## src/rtl/alu_seq_divider.sv

```systemverilog
// Multi-cycle unsigned restoring divider: one quotient bit per cycle from a trial
// subtraction, with valid/ready handshakes on operand and result sides.
module alu_seq_divider #(
    parameter int WIDTH = 6
) (
    input  logic             clk,
    input  logic             rst_n,
    input  logic             in_valid,
    output logic             in_ready,
    input  logic [WIDTH-1:0] dividend,
    input  logic [WIDTH-1:0] divisor,
    output logic             out_valid,
    input  logic             out_ready,
    output logic [WIDTH-1:0] quotient,
    output logic [WIDTH-1:0] remainder,
    output logic             div_by_zero
);

    localparam int CW = (WIDTH > 2) ? $clog2(WIDTH) : 1;

    typedef enum logic [1:0] {
        IDLE = 2'd0,
        BUSY = 2'd1,
        DONE = 2'd2
    } state_t;

    state_t           state_q, state_d;
    logic [WIDTH-1:0] rem_q, rem_d;
    logic [WIDTH-1:0] quo_q, quo_d;
    logic [WIDTH-1:0] dvs_q, dvs_d;
    logic [CW-1:0]    cnt_q, cnt_d;
    logic             dbz_q, dbz_d;
    logic             in_ready_q, in_ready_d;
    logic             out_valid_q, out_valid_d;
    logic [WIDTH:0]   trial_s;
    logic [WIDTH:0]   diff_s;

    // Shifted partial remainder minus divisor; bit WIDTH of the result is the borrow.
    function automatic logic [WIDTH:0] trial_sub(input logic [WIDTH:0]   t,
                                                 input logic [WIDTH-1:0] dvs);
        trial_sub = t - {1'b0, dvs};
    endfunction

    // State register, datapath registers and registered handshake outputs.
    always_ff @(posedge clk or negedge rst_n) begin
        if (!rst_n) begin
            state_q     <= IDLE;
            rem_q       <= '0;
            quo_q       <= '0;
            dvs_q       <= '0;
            cnt_q       <= '0;
            dbz_q       <= 1'b0;
            in_ready_q  <= 1'b1;
            out_valid_q <= 1'b0;
        end else begin
            state_q     <= state_d;
            rem_q       <= rem_d;
            quo_q       <= quo_d;
            dvs_q       <= dvs_d;
            cnt_q       <= cnt_d;
            dbz_q       <= dbz_d;
            in_ready_q  <= in_ready_d;
            out_valid_q <= out_valid_d;
        end
    end

    // Next-state and datapath update for the IDLE/BUSY/DONE sequencer.
    always_comb begin
        state_d = state_q;
        rem_d   = rem_q;
        quo_d   = quo_q;
        dvs_d   = dvs_q;
        cnt_d   = cnt_q;
        dbz_d   = dbz_q;
        trial_s = {rem_q, quo_q[WIDTH-1]};
        diff_s  = trial_sub(trial_s, dvs_q);

        case (state_q)
            IDLE: begin
                if (in_valid) begin
                    dvs_d = divisor;
                    if (divisor != '0) begin
                        rem_d   = '0;
                        quo_d   = dividend;
                        cnt_d   = CW'(WIDTH - 1);
                        dbz_d   = 1'b0;
                        state_d = BUSY;
                    end else begin
                        rem_d   = dividend;
                        quo_d   = {WIDTH{1'b1}};
                        dbz_d   = 1'b1;
                        state_d = DONE;
                    end
                end else begin
                    state_d = IDLE;
                end
            end
            BUSY: begin
                if (!diff_s[WIDTH]) begin
                    rem_d = diff_s[WIDTH-1:0];
                    quo_d = {quo_q[WIDTH-2:0], 1'b1};
                end else begin
                    rem_d = trial_s[WIDTH-1:0];
                    quo_d = {quo_q[WIDTH-2:0], 1'b0};
                end
                if (cnt_q == '0) begin
                    state_d = DONE;
                end else begin
                    cnt_d = cnt_q - CW'(1);
                end
            end
            DONE: begin
                if (out_ready) begin
                    state_d = IDLE;
                end else begin
                    state_d = DONE;
                end
            end
            default: begin
                state_d = IDLE;
            end
        endcase

        in_ready_d  = (state_d == IDLE);
        out_valid_d = (state_d == DONE);
    end

    assign in_ready    = in_ready_q;
    assign out_valid   = out_valid_q;
    assign quotient    = quo_q;
    assign remainder   = rem_q;
    assign div_by_zero = dbz_q;

endmodule

```

## config.mk

```make
export PLATFORM = sky130hd
export DESIGN_NAME = alu_seq_divider
export DESIGN_NICKNAME = d
export VERILOG_FILES = /design/src/rtl/alu_seq_divider.sv
export SDC_FILE = /design/constraint.sdc
export NUM_CORES = 1
export LEC_CHECK = 0
export BUFFER_PORTS_ARGS = -buffer_cell sky130_fd_sc_hd__buf_2
export CELL_PAD_IN_SITES_DETAIL_PLACEMENT = 0
export CELL_PAD_IN_SITES_GLOBAL_PLACEMENT = 2
export CORE_MARGIN = 5
export CORE_UTILIZATION = 32
export CTS_CLUSTER_SIZE = 25
export DETAILED_ROUTE_END_ITERATION = 16
export HOLD_SLACK_MARGIN = 0.03
export PLACE_DENSITY_LB_ADDON = 0.1
export SLEW_MARGIN = 10
export SYNTH_ARGS = -nofsm -noshare
export SYNTH_HDL_FRONTEND = slang
export SYNTH_SLANG_ARGS = --single-unit
```

## constraint.sdc

```tcl
create_clock -name clk -period 3.3 [get_ports clk]
set_input_delay 0.33 -clock clk [delete_from_list [all_inputs] [get_ports clk]]
set_output_delay 0.33 -clock clk [all_outputs]
set_load 0.1 [all_outputs]
```

; ---- Word-level counts from Yosys, hierarchy flattened
; Index checks and enable logic that the tools add are counted.
[totals]
inputBits = 16
output_inout_bits = 15
reg_bits = 26
elab_cells = 42
[op_classes]
n_reduce_logical = 8
muxes = 18
addsub = 2
n_eq_ne = 6
[ops]
columns = cell, n
row1 = 6-bit two-way mux, 5
row2 = 6-bit case mux with 2 select lines, 2
row3 = 3-bit two-way mux, 3
row4 = 2-bit two-way mux, 4
row5 = 7-bit by 6-bit subtractor with 7-bit output, 1
row6 = 2-bit inequality test (second input constant), 3
row7 = 2-bit case mux with 3 select lines, 1
row8 = 3-bit case mux with 2 select lines, 1
row9 = 6-bit nonzero test, 1
row10 = 2-bit equality test (second input constant), 2
row11 = 2-bit zero test, 2
row12 = 2-bit AND reduction, 2
row13 = 4-bit AND reduction, 1
row14 = 3-bit zero test, 1
row15 = 3-bit by 1-bit subtractor with 3-bit output (second input constant), 1
row16 = 2-bit by 1-bit equality test with 1-bit output (second input constant), 1
row17 = 1-bit two-way mux, 2
row18 = 2-bit nonzero test, 1

; ---- Longest topological paths before layout
[logic_depth]
word_depth = 5
ltp_mapped = 10
depth_no_buf = 9

; ---- Least setup slack after synthesis
; Ideal clock, no wire load.
[synth_timing]
path_type = register -> register
startpoint = reg quo_q[5] (netlist: quotient[5])
endpoint = reg rem_q[5] (netlist: remainder[5])
required_time_ps = 3176
setup_ps = 124
path_buffers = 1
period_less_slack_ps = 2835
arrival_time_ps = 2711
path_stages_with_launch = 11
setup_slack_ps = 465
path_cell_list = dfrtp_1 -> inv_1 -> ha_1 -> inv_1 -> fa_1 -> a21o_1 -> and4_1 -> or3_1 -> buf_6 -> o311a_1 -> a211o_1
[synth_between]
elab_chain_len = 3
[synth_rtl]
columns = item, line_no
row1 = "start, declared", 29  ; logic [WIDTH-1:0] quo_q, quo_d;
row2 = "start signal, assigned", 58  ; quo_q <= quo_d;
row3 = 7-bit by 6-bit subtractor with 7-bit output, 41  ; trial_sub = t - {1'b0, dvs};
row4 = 6-bit two-way mux, 99  ; if (!diff_s[WIDTH]) begin
row5 = 6-bit case mux with 2 select lines, 78  ; case (state_q)
row6 = "end signal, assigned", 57  ; rem_q <= rem_d;
row7 = "end, declared", 28  ; logic [WIDTH-1:0] rem_q, rem_d;
; No other way between the ends.
; A chain may end at the register's enable or synchronous reset.

; ---- Worst setup path after layout
; Ends and elaborated chain as after synthesis.

==> results.yml <==
synth:
  synth_edf_count: 0
  synth_top_family_by_area: "simple AND/OR/NAND/NOR gates"
  synth_ff_type: "dfrtp_1"
  synth_compound_area_frac: 0.220
  synth.ff_latch_count: 26
  ys_types: 48
  synthSimpleGateAreaFrac: 0.228
  synth_most_common_cell: "nand2_1"
  synth_top_cell_by_area: "dfrtp_1"
  syn_area_per_cell_um2: 8.70
  yosysSeqAreaShare: 0.405
  syn_area_mm2: 0.00161
  synth_fa_ha_area_frac: 0.0747
  muxShareOfSynthArea: 0.0132
  syn_inst: 185
  synth_warnings: 0
  synth-async-reset-ratio: 1.00
  syn-num-nets: 210
  netlist_top_cells_count: "nand2_1, dfrtp_1, o21ai_0"
  ys_top_cells_by_area: "dfrtp_1, nand2_1, ha_1, o21ai_0, a21oi_1"
  synth_xor_xnor_area_share: 0.00544
  yosys.area.top_type_share: 0.389
finish:
  final_layout_size_suffix_gt1_frac: 0.199
  final_area_mm2: 0.00186
  area_delta_synth_final_pct: 15.6
  diodes: 0
  nNetsFinal: 237
clock_network:
  cts_buffer_depth: 2
  cts_hold_buf: 0
  ctsHtreeMaxLevel: 1
  clk_latency_ns: 0.27
  cts.sinks: 26
  root_buffer: "clkbuf_8"
  cts_made_buffers: 3
  cts_setup_buffers: 0
  path_clk_slew_ns: 0.10
  cts_tree: "yes"
  post_cts_resized: 0
die:
  initial_utilization: 0.334
  ios: 31
  core_area_mm2: 0.00482
  dieArea_mm2: 0.00655
  die_h_um: 80.9
  fp.dieW_um: 80.9
  placementRows: 25
sta:
  finalHoldViolations: 0
  slew_violations: 0
  rsz0062_at_grt: "false"
  finClkSkew_ns: 0.00531
  tns_ns: 0
  max_freq_ghz: 0.397
  setup_viol: 0
  finalCritPeriodShare: 0.763
  worstMarginPinSlew_ns: 0.643
  final.min_clock_period_ns: 2.52
  relSlewSlack: 0.560
route:
  viasPerCell: 5.13
  drt-total-wl_mm: 4.20
  route.detailed.drc: 0
  drt_iter0_markers: 82
  drtPass1Iterations: 4
  routed-via-count: 1427
  drt-wirelength-per-cell_um: 15.1
  ant_nets: 0
grt:
  grt-ovfl-total: 0
  grt_pass1_wl_mm: 7.09
  grt_pass1_vias: 1391
  grt_use_total: 0.140
  antenna_found_initial: 0
  grt_max_degree: 27
place:
  dp_hpwl_mm: 3.27
  place.gp.congestion: 0.781
  placed_area_mm2: 0.00181
  port_buffers: 30
setup_path:
  critPathMaxFanout: 10
  endpoint_kind: "flop"
  worst_ep_required_time_ns: 3.47
  critPathArrivalTime_ns: 2.69
  crit_type: "flop to flop"
  start_kind: "flop"
worst_hold_path:
  hold_path.class: "input port to asynchronous set/reset pin"
job:
  timing.max_cap.violations: 0
outcome:
  outcome: "finished, final reports clean"
## critical path, stage by stage, from the launching register on
cell	delay (ns)
dfrtp_1	0.41
inv_1	0.06
ha_1	0.16
inv_1	0.05
fa_1	0.39
a21o_1	0.18
and4_1	0.23
or3_1	0.46
o311a_1	0.18
a211o_1	0.28
## layout make-up
type	count	area, µm²
well taps	67	83.8
inverters	9	33.8
fillers	519	2960
clock buffers	4	55.1
repair buffers	32	165
multi-input cells	140	871
flip-flops and latches	26	652
## cells in the final DEF, fill, tap and decap left out, types with 2 or more instances in the layout
| master | count |
|---|---|
| o31ai_1 | 3 |
| nor3_1 | 2 |
| a2bb2oi_1 | 5 |
| o22ai_1 | 3 |
| buf_4 | 2 |
| or3_1 | 6 |
| clkbuf_8 | 4 |
| a21o_1 | 3 |
| a21oi_1 | 9 |
| nand2b_1 | 4 |
| nand3_1 | 3 |
| nor2_1 | 9 |
| buf_2 | 30 |
| dfrtp_1 | 25 |
| and3_1 | 3 |
| nand2_1 | 33 |
| inv_1 | 9 |
| o21ai_0 | 20 |
| ha_1 | 8 |
| nor2b_1 | 2 |
## metal layers
metal / wire length (µm) / global-route usage / vias up
li1: - / - / 709
met1: 2040 / 0.188 / 681
met2: 1930 / 0.231 / 35
met3: 202 / 0.0299 / 2
met4: 31 / 0.0304 / 0
met5: 0 / 0 / -
## per-stage QoR
| step | cells | setup slack [ns] | utilization | hold slack (ns) |
|---|---|---|---|---|
| 6_report | 278 | 0.782 | 0.386 | 0.0651 |
| 3_3_place_gp | 274 | 0.809 | 0.375 | 0.379 |
| 2_1_floorplan | 185 | 0.465 | - | 0.0344 |
| 5_1_grt | 278 | 0.556 | 0.386 | 0.119 |
| 3_5_place_dp | 274 | 0.786 | 0.375 | 0.387 |
| 4_1_cts | 278 | 0.768 | 0.386 | 0.0855 |
## worst paths after layout
path	end	cells after the start	slack, ns	startpoint
setup / recovery	remainder[5]$_DFFE_PN0P_	9	0.78	quotient[5]$_DFFE_PN0P_
hold reg to reg	cnt_q[0]$_DFFE_PN0P_	1	0.48	cnt_q[0]$_DFFE_PN0P_
max in group asynchronous	quotient[5]$_DFFE_PN0P_	1	2.81	rst_n
min in group clk	dvs_q[5]$_DFFE_PN0P_	3	0.28	divisor[5]
setup reg to reg	remainder[5]$_DFFE_PN0P_	9	0.78	quotient[5]$_DFFE_PN0P_
hold / removal	quotient[3]$_DFFE_PN0P_	1	0.07	rst_n
## sequential cells by signal, summed over array words and instances (netlist names)
signal	flops
dvs_q	6
quotient	6
remainder	6
cnt_q	3
state_q	2
div_by_zero	1
in_ready	1
out_valid	1
## cells by family after synthesis
family / Yosys count
and+or+nand+nor: 73
DFF: 26
xor gates and xnor gates: 1
buffers and inverters: 19
AOI/OAI and AO/OA: 55
muxes: 2
adders and majority gates: 9
Power is left out: the tool's default activity adds up to more than one toggle a clock period on the data nets, which glitch-free logic cannot reach.
